$ cat config.mk
export PLATFORM = sky130hd
export DESIGN_NAME = csr_file
export DESIGN_NICKNAME = d
export VERILOG_FILES = /design/src/rtl/csr_file.sv
export SDC_FILE = /design/constraint.sdc
export NUM_CORES = 1
export LEC_CHECK = 0
export CORE_AREA = 2 2 225 227
export CTS_BUF_LIST = sky130_fd_sc_hd__clkbuf_4 sky130_fd_sc_hd__clkbuf_8
export DETAILED_ROUTE_END_ITERATION = 8
export DIE_AREA = 0 0 227 229
export PLACE_DENSITY = 0.55
export SYNTH_ARGS = -nofsm -noshare
export SYNTH_HDL_FRONTEND = slang
export SYNTH_SLANG_ARGS = --single-unit
export TNS_END_PERCENT = 5
$ cat constraint.sdc
create_clock -name clk -period 6.59 [get_ports clk]
set_input_delay 1.6475 -clock clk [delete_from_list [all_inputs] [get_ports clk]]
set_output_delay 1.6475 -clock clk [all_outputs]
set_load 0.02 [all_outputs]
$ cat src/rtl/csr_file.sv
// Machine-mode CSR file for the single-cycle RV32 core: csrrw/csrrs/csrrc access,
// mcycle/minstret counters, trap entry and mret return.
module csr_file #(
    parameter int unsigned CNT_W       = 64,
    parameter bit          HAS_INSTRET = 1'b1,
    parameter logic [31:0] MVENDORID   = 32'h79737978,
    parameter logic [31:0] MARCHID     = 32'h017eb18f,
    parameter logic [31:0] MTVEC_RST   = 32'h80000000
) (
    input  logic        clk,
    input  logic        rst_n,
    input  logic        csr_valid,
    input  logic [1:0]  csr_op,
    input  logic [11:0] csr_addr,
    input  logic [31:0] csr_wdata,
    output logic [31:0] csr_rdata,
    output logic        csr_illegal,
    input  logic        inst_retire,
    input  logic        trap_valid,
    input  logic [31:0] trap_cause,
    input  logic [31:0] trap_pc,
    input  logic        mret,
    output logic [31:0] mtvec_out,
    output logic [31:0] mepc_out
);

    localparam logic [11:0] A_MSTATUS   = 12'h300;
    localparam logic [11:0] A_MTVEC     = 12'h305;
    localparam logic [11:0] A_MSCRATCH  = 12'h340;
    localparam logic [11:0] A_MEPC      = 12'h341;
    localparam logic [11:0] A_MCAUSE    = 12'h342;
    localparam logic [11:0] A_MCYCLE    = 12'hB00;
    localparam logic [11:0] A_MINSTRET  = 12'hB02;
    localparam logic [11:0] A_MCYCLEH   = 12'hB80;
    localparam logic [11:0] A_MINSTRETH = 12'hB82;
    localparam logic [11:0] A_MVENDORID = 12'hF11;
    localparam logic [11:0] A_MARCHID   = 12'hF12;

    typedef enum logic [1:0] {
        OP_NONE = 2'b00,
        OP_RW   = 2'b01,
        OP_RS   = 2'b10,
        OP_RC   = 2'b11
    } csr_op_e;

    csr_op_e op;
    assign op = csr_op_e'(csr_op);

    logic             mie_q, mie_d, mpie_q, mpie_d;
    logic [31:0]      mtvec_q, mtvec_d;
    logic [31:0]      mscratch_q, mscratch_d;
    logic [31:0]      mepc_q, mepc_d;
    logic [31:0]      mcause_q, mcause_d;
    logic [CNT_W-1:0] mcycle_q, mcycle_d;
    logic [CNT_W-1:0] minstret_q, minstret_d;

    // Counters are viewed as 64 bits so the high-half slice exists for any CNT_W.
    logic [63:0] mcycle_x, minstret_x;
    assign mcycle_x   = 64'(mcycle_q);
    assign minstret_x = 64'(minstret_q);

    logic [31:0] mstatus_rd;
    assign mstatus_rd = {19'b0, 2'b11, 3'b0, mpie_q, 3'b0, mie_q, 3'b0};

    logic        known, read_only;
    logic [31:0] rdata;

    always_comb begin
        // NOTE: every signal gets a default first so no path can infer a latch.
        known     = 1'b1;
        read_only = 1'b0;
        rdata     = '0;
        case (csr_addr)
            A_MSTATUS:   rdata = mstatus_rd;
            A_MTVEC:     rdata = mtvec_q;
            A_MSCRATCH:  rdata = mscratch_q;
            A_MEPC:      rdata = mepc_q;
            A_MCAUSE:    rdata = mcause_q;
            A_MCYCLE:    rdata = mcycle_x[31:0];
            A_MCYCLEH:   rdata = mcycle_x[63:32];
            A_MINSTRET:  rdata = minstret_x[31:0];
            A_MINSTRETH: rdata = minstret_x[63:32];
            A_MVENDORID: begin rdata = MVENDORID; read_only = 1'b1; end
            A_MARCHID:   begin rdata = MARCHID;   read_only = 1'b1; end
            default:     known = 1'b0;
        endcase
    end

    logic        active, wants_write, wr_en;
    logic [31:0] wval;

    // Set/clear with a zero mask is a pure read, so it never counts as a write.
    assign active      = csr_valid && (op != OP_NONE);
    assign wants_write = (op == OP_RW) || (csr_wdata != '0);
    assign csr_illegal = active && (!known || (read_only && wants_write));
    assign wr_en       = active && known && !read_only && wants_write && !trap_valid;
    assign csr_rdata   = rdata;

    always_comb begin
        case (op)
            OP_RW:   wval = csr_wdata;
            OP_RS:   wval = rdata | csr_wdata;
            OP_RC:   wval = rdata & ~csr_wdata;
            default: wval = rdata;
        endcase
    end

    logic [63:0] mcycle_nx, minstret_nx;
    logic        cyc_wr, ret_wr;

    always_comb begin
        mie_d       = mie_q;
        mpie_d      = mpie_q;
        mtvec_d     = mtvec_q;
        mscratch_d  = mscratch_q;
        mepc_d      = mepc_q;
        mcause_d    = mcause_q;
        mcycle_nx   = mcycle_x;
        minstret_nx = minstret_x;
        cyc_wr      = 1'b0;
        ret_wr      = 1'b0;

        if (wr_en && csr_addr == A_MCYCLE) begin
            mcycle_nx[31:0] = wval;
            cyc_wr          = 1'b1;
        end
        if (wr_en && csr_addr == A_MCYCLEH && CNT_W > 32) begin
            mcycle_nx[63:32] = wval;
            cyc_wr           = 1'b1;
        end
        if (wr_en && csr_addr == A_MINSTRET) begin
            minstret_nx[31:0] = wval;
            ret_wr            = 1'b1;
        end
        if (wr_en && csr_addr == A_MINSTRETH && CNT_W > 32) begin
            minstret_nx[63:32] = wval;
            ret_wr             = 1'b1;
        end

        mcycle_d = cyc_wr ? mcycle_nx[CNT_W-1:0] : mcycle_q + CNT_W'(1);
        if (ret_wr) begin
            minstret_d = minstret_nx[CNT_W-1:0];
        end else if (inst_retire) begin
            minstret_d = minstret_q + CNT_W'(1);
        end else begin
            minstret_d = minstret_q;
        end
        if (!HAS_INSTRET) begin
            minstret_d = '0;
        end

        if (wr_en) begin
            case (csr_addr)
                A_MTVEC:    mtvec_d    = wval & ~32'h3;
                A_MSCRATCH: mscratch_d = wval;
                A_MEPC:     mepc_d     = wval & ~32'h3;
                A_MCAUSE:   mcause_d   = wval;
                default:    ;
            endcase
        end

        // Trap entry outranks mret, which outranks a software write to mstatus.
        if (trap_valid) begin
            mepc_d   = trap_pc & ~32'h3;
            mcause_d = trap_cause;
            mpie_d   = mie_q;
            mie_d    = 1'b0;
        end else if (mret) begin
            mie_d  = mpie_q;
            mpie_d = 1'b1;
        end else if (wr_en && csr_addr == A_MSTATUS) begin
            mie_d  = wval[3];
            mpie_d = wval[7];
        end
    end

    // NOTE: non-blocking assignments so every register samples pre-edge values.
    always_ff @(posedge clk or negedge rst_n) begin
        if (!rst_n) begin
            mie_q      <= 1'b0;
            mpie_q     <= 1'b0;
            mtvec_q    <= MTVEC_RST & ~32'h3;
            mscratch_q <= '0;
            mepc_q     <= '0;
            mcause_q   <= '0;
            mcycle_q   <= '0;
            minstret_q <= '0;
        end else begin
            mie_q      <= mie_d;
            mpie_q     <= mpie_d;
            mtvec_q    <= mtvec_d;
            mscratch_q <= mscratch_d;
            mepc_q     <= mepc_d;
            mcause_q   <= mcause_d;
            mcycle_q   <= mcycle_d;
            minstret_q <= minstret_d;
        end
    end

    assign mtvec_out = mtvec_q;
    assign mepc_out  = mepc_q;

endmodule
* Yosys cells after proc, flatten, opt, wreduce, memory -nomap -nowiden
Index checks and enable logic that the tools add are counted.
** Storage, ports and cells
- Output and inout bits :: 97
- Register bits :: 256
- Bits of input ports :: 116
** Operators by class
- Reductions and logical operators :: 32
- Bitwise logic cells :: 3
- Multiplexer cells :: 27
- Add/sub/neg operators :: 2
- Equality and inequality tests :: 18
** Operator list (count)
- 32-bit one-hot mux with 11 select lines :: 1
- 32-bit two-way mux :: 10
- 64-bit two-way mux :: 3
- 64-bit by 1-bit adder with 64-bit output, second input constant :: 2
- 32-bit one-hot mux with 3 select lines :: 1
- 12-bit equality test, second input constant :: 6
- 12-bit by 10-bit equality test with 1-bit output, second input constant :: 5
- 32-bit AND :: 1
- 32-bit inverter :: 1
- 32-bit OR :: 1
- 32-bit nonzero test :: 1
- 1-bit logical AND :: 12
- 1-bit two-way mux :: 12
- 2-bit AND reduction :: 6
- 11-bit OR reduction :: 1
- 2-bit nonzero test :: 5
- 2-bit by 1-bit inequality test with 1-bit output, second input constant :: 4
- 2-bit equality test, second input constant :: 2
- 1-bit logical NOT :: 3
- 3-bit nonzero test :: 1
- 2-bit by 1-bit equality test with 1-bit output, second input constant :: 1
- 1-bit logical OR :: 2
- 2-bit OR reduction :: 1

* Logic depth before layout (Yosys ltp)
- Depth after elaboration :: 12
- Gate-level depth with buffers :: 11
- Gate-level depth less buffers :: 8

* Least setup slack after synthesis
Ideal clock, no wire load.
- Kind :: in2out
- Start :: in csr_addr[0]
- End :: out csr_rdata[0]
- Path slack :: 1.314 ns
- Stages on the path :: 6
- Data arrival time :: 3.629 ns
- Data required time :: 4.943 ns
- Cells stage by stage :: buf_2 -> nor4b_2 -> buf_2 -> buf_1 -> nand2_1 -> o311ai_0
** Between the ends
- Longest elaborated chain between the ends :: 2
** Ends and longest elaborated chain
- start, declared :: line 14 : input logic [11:0] csr_addr,
- 12-bit equality test / 12-bit by 10-bit equality test with 1-bit output (equally long branches) :: line 73 : case (csr_addr)
- 32-bit one-hot mux with 11 select lines * :: line 73
- end, declared :: line 16 : output logic [31:0] csr_rdata,
Every way passes the cells marked *; elsewhere a longest branch is shown, timed or not.

* Worst setup path in the final report
- Start :: in csr_addr[7]
- End :: out csr_rdata[21]
The elaborated chain is that of the path after synthesis.

==> flow_summary.rst <==
.. list-table::
   :header-rows: 1

   * - Metric
     - Value
   * - Outcome
     - finished, final reports clean
   * - Start-to-end type of the worst setup path
     - in -> out
   * - Post-Syn Instances
     - 2,033
   * - Site row count
     - 82
   * - Maximum capacitance violations
     - 0
   * - Leading cell type in the layout, fill and taps excluded
     - sky130_fd_sc_hd__dfrtp_1
   * - Power after layout
     - 4158 uW
   * - Parity-gate share of the synthesized area counting xor and xnor cells
     - 1.175%
   * - Switching portion of total power
     - 31.80%
   * - Proportion of power drawn by combinational gates
     - 16.9%
   * - Setup slack at placement
     - 0.1803 ns
   * - Clock share of power
     - 40.1%
   * - Unrepaired setup endpoints after global routing
     - no
   * - R2r setup slk
     - 3.01 ns
   * - Syn_area_per_cell
     - 8.433 sq um
   * - Multiplexer area fraction after synthesis
     - 7.553%
   * - Distinct cell type count of the synthesized netlist
     - 104
   * - Top flip-flop cell by instance count after synthesis
     - sky130_fd_sc_hd__dfrtp_1
   * - Die boundary height
     - 229 um
   * - Highest-count cells in the layout ignoring fill and taps
     - sky130_fd_sc_hd__dfrtp_1 (253), sky130_fd_sc_hd__nand2_1 (224), sky130_fd_sc_hd__clkdlybuf4s50_1 (194)
   * - Hold Crit Endpoint
     - mscratch_q[24]
   * - CTS Buf Count
     - 49
   * - DRC violation count after routing
     - 0
   * - Count of vias placed by the detailed router
     - 18,776
   * - Root buffer cell
     - sky130_fd_sc_hd__clkbuf_8
   * - Total overflow reported by the global router
     - 0
   * - Static Leakage
     - 0.008557 uW
   * - Internal power component
     - 2835 uW
   * - Ys async rst share
     - 100.0%
   * - First-pass detailed-route iteration total
     - 6
   * - Max Clock Skew
     - 0.02648 ns
   * - Worst setup margin
     - 0.05978 ns
   * - Worst r2r dst
     - minstret_q[60]
   * - Number of hold buffers added after cts
     - 0
   * - Routed WL per cell
     - 30.28 um
   * - Number of synthesized flops with an enable pin
     - 0
   * - Number of warning messages in the yosys log
     - 0
   * - Power Density
     - 193.6 nW/um^2
   * - Share of post-route cells with drive strength above 1
     - 14.87%
   * - Total Nets Final
     - 2,387
   * - Adder-Cell Fraction of Synth Area
     - 0.1460%
   * - Detailed placer's ending HPWL
     - 67,620 um
   * - Minimum period implied by the final worst setup slack
     - 6.530 ns
   * - Share of the yosys chip area belonging to registers
     - 37.08%
   * - Total negative setup slack
     - 0 ns
   * - Max transition margin
     - 9.376%
   * - Via count of the first global-routing pass
     - 18,110
   * - Final Cycle Share
     - 99.09%
   * - Weighted congestion at the end of routability-driven global placement
     - 1.018
   * - Synth Cell Area
     - 17,150 sq um
   * - Number of I/O port buffers
     - 206
   * - Clk pin slew, worst setup/hold paths
     - 0.05 ns
   * - Start point of the worst min-delay path
     - mscratch_q[24]
   * - Total Die Area
     - 51,980 sq um
   * - Post-Route Hold Slack
     - 0.4778 ns
   * - Width of the die
     - 227 um
   * - Total setup violations reported at the end of the flow
     - 0
   * - Antenna violations before repair
     - 2
   * - Effective utilization at floorplan
     - 34.53%
   * - Critical path capture point type
     - output port
   * - Class of the tightest hold or removal check
     - reg -> reg
   * - CTS tree
     - built
   * - Worst-Skew Late Latency
     - 0.65 ns
   * - DR iter-0 viols
     - 2,264
   * - All-Layer GR Usage
     - 34.31%
   * - Maximum number of pins on one net before global-route repair
     - 124
   * - Highest Clock Rate
     - 0.1531 GHz
   * - Final Routed Wirelength
     - 90,050 um
   * - Dominant combinational cell family by area after synthesis
     - compound AO/OA/AOI/OAI gates
   * - Hold Path Stages
     - 2
   * - Critical path launch point type
     - input port
   * - Cell depth of the worst flop-to-flop path
     - 7
   * - Per-cell via count in the routed design
     - 6.313
   * - Wire length of the first global-routing pass
     - 128,900 um
   * - Core box area
     - 49,660 sq um
   * - Final core utilization
     - 43.24%
   * - Peak supply drop
     - 0.0001173 V
   * - Sink Count
     - 254
   * - Ports
     - 213
   * - Final hold vios
     - 0
   * - Area share of and/or/nand/nor cells after synthesis
     - 23.47%
   * - CTS H-tree lvls
     - 2
   * - Data required, critical path
     - 4.94 ns
   * - Max clock buf depth
     - 3
   * - Max Fanout on Critical Path
     - 9
   * - Part of the total power dissipated in sequential elements
     - 43.1%
   * - Crit path DAT
     - 4.88 ns
   * - Reg-to-Reg Start
     - minstret_q[34]
   * - Area growth from synthesis to final layout
     - 25.24%
   * - Power dissipated by switching net loads
     - 1322 uW
   * - Transition time at the pin with the least slew margin
     - 1.353 ns
   * - Number of flip-flops and latches in the synthesized netlist
     - 254
   * - Final max-slew violation count
     - 0
   * - Antenna violation net count after detailed routing
     - 0
   * - Compound-Gate Fraction of Synth Area
     - 25.91%
[critical path, stage by stage]
cell,delay (ns)
sky130_fd_sc_hd__clkdlybuf4s50_1,0.68
sky130_fd_sc_hd__buf_12,0.29
sky130_fd_sc_hd__nor4_4,0.44
sky130_fd_sc_hd__nand2_1,0.19
sky130_fd_sc_hd__buf_4,0.20
sky130_fd_sc_hd__o32ai_1,0.55
sky130_fd_sc_hd__or2_2,0.25
sky130_fd_sc_hd__clkdlybuf4s50_1,0.63
[power groups by stage]
stage / clock network [uW] / registers (uW) / logic (uW)
CTS: 1690 / 1780 / 688
finish: 1670 / 1790 / 702
global route: 1750 / 1800 / 740
detailed placement: 0 / 1810 / 686
global placement: 0 / 1810 / 680
floorplan: 0 / 1770 / 317
[stage by stage]
| stage | area, sq um | cells |
|---|---|---|
| floorplan | 17160 | 2036 |
| global route | 21470 | 2972 |
| CTS | 21470 | 2972 |
| global placement | 20480 | 2890 |
| detailed placement | 20480 | 2890 |
| finish | 21470 | 2974 |
[routing by layer]
metal | track usage, % | routed length (um)
met1 | 46.81 | 37070
met2 | 50.97 | 38740
met3 | 7.723 | 9298
met4 | 16.99 | 4934
met5 | 0 | 0
[worst max-delay path by stage]
| stage | start | to | slack, ns |
|---|---|---|---|
| finish | csr_addr[7] | csr_rdata[21] | 0.06 |
| CTS | csr_addr[7] | csr_rdata[21] | 0.14 |
| floorplan | csr_addr[0] | csr_rdata[0] | 1.31 |
| global route | csr_addr[7] | csr_rdata[30] | 0.06 |
| detailed placement | csr_addr[7] | csr_rdata[21] | 0.18 |
| global placement | csr_addr[2] | csr_rdata[13] | 0.17 |
[cells in the mapped netlist (all sizes together), types with 14 or more instances]
library cell | count | area [sq um]
nor4 | 26 | 202.7
nand2 | 225 | 847.1
clkbuf | 68 | 255.2
o22ai | 24 | 150.1
nor2 | 165 | 621.9
a211oi | 46 | 345.3
a21oi | 179 | 907.1
mux2i | 63 | 630.6
and3 | 32 | 200.2
a31oi | 14 | 87.58
o211ai | 16 | 125.1
mux2 | 51 | 574.3
or3 | 16 | 100.1
a21o | 36 | 277.8
and2 | 29 | 181.4
buf | 83 | 440.4
nand3 | 84 | 420.4
o21ai | 182 | 914.6
nand4 | 63 | 394.1
nor3 | 50 | 312.8
dfrtp | 253 | 6331
a221oi | 19 | 191.4
inv | 25 | 93.84
a22oi | 31 | 232.7
[area by class of cell]
cell class | count | area (sq um)
Multi-Input combinational cell | 1604 | 10130
Fill cell | 5012 | 28190
Timing Repair Buffer | 333 | 3048
Clock inverter | 4 | 22.52
Sequential cell | 254 | 6357
Antenna cell | 2 | 5.005
Inverter | 27 | 101.3
Tap cell | 672 | 840.8
Clock buffer | 78 | 967.2
[cell families after synthesis]
logic type               count (synthesis)
AO/OA/AOI/OAI                          676
XOR/XNOR                                23
adder cells (fa/ha/maj)                  2
buffers and inverters                  178
flip-flops                             254
multiplexers                           118
other                                    1
AND/OR/NAND/NOR                        781
[flip-flops by register name (all words and copies together), names as in the netlist]
signal      flops
mpie_q          1
minstret_q     64
mtvec_out      30
mcycle_q       64
mepc_out       30
mie_q           1
mscratch_q     32
mcause_q       32
[what timing repair did]
action,in CTS,in global routing
setup endpoints to repair,0,1
gates resized for setup,0,1
setup buffers,0,0
Note: power is estimated with default switching activity, not from simulation.
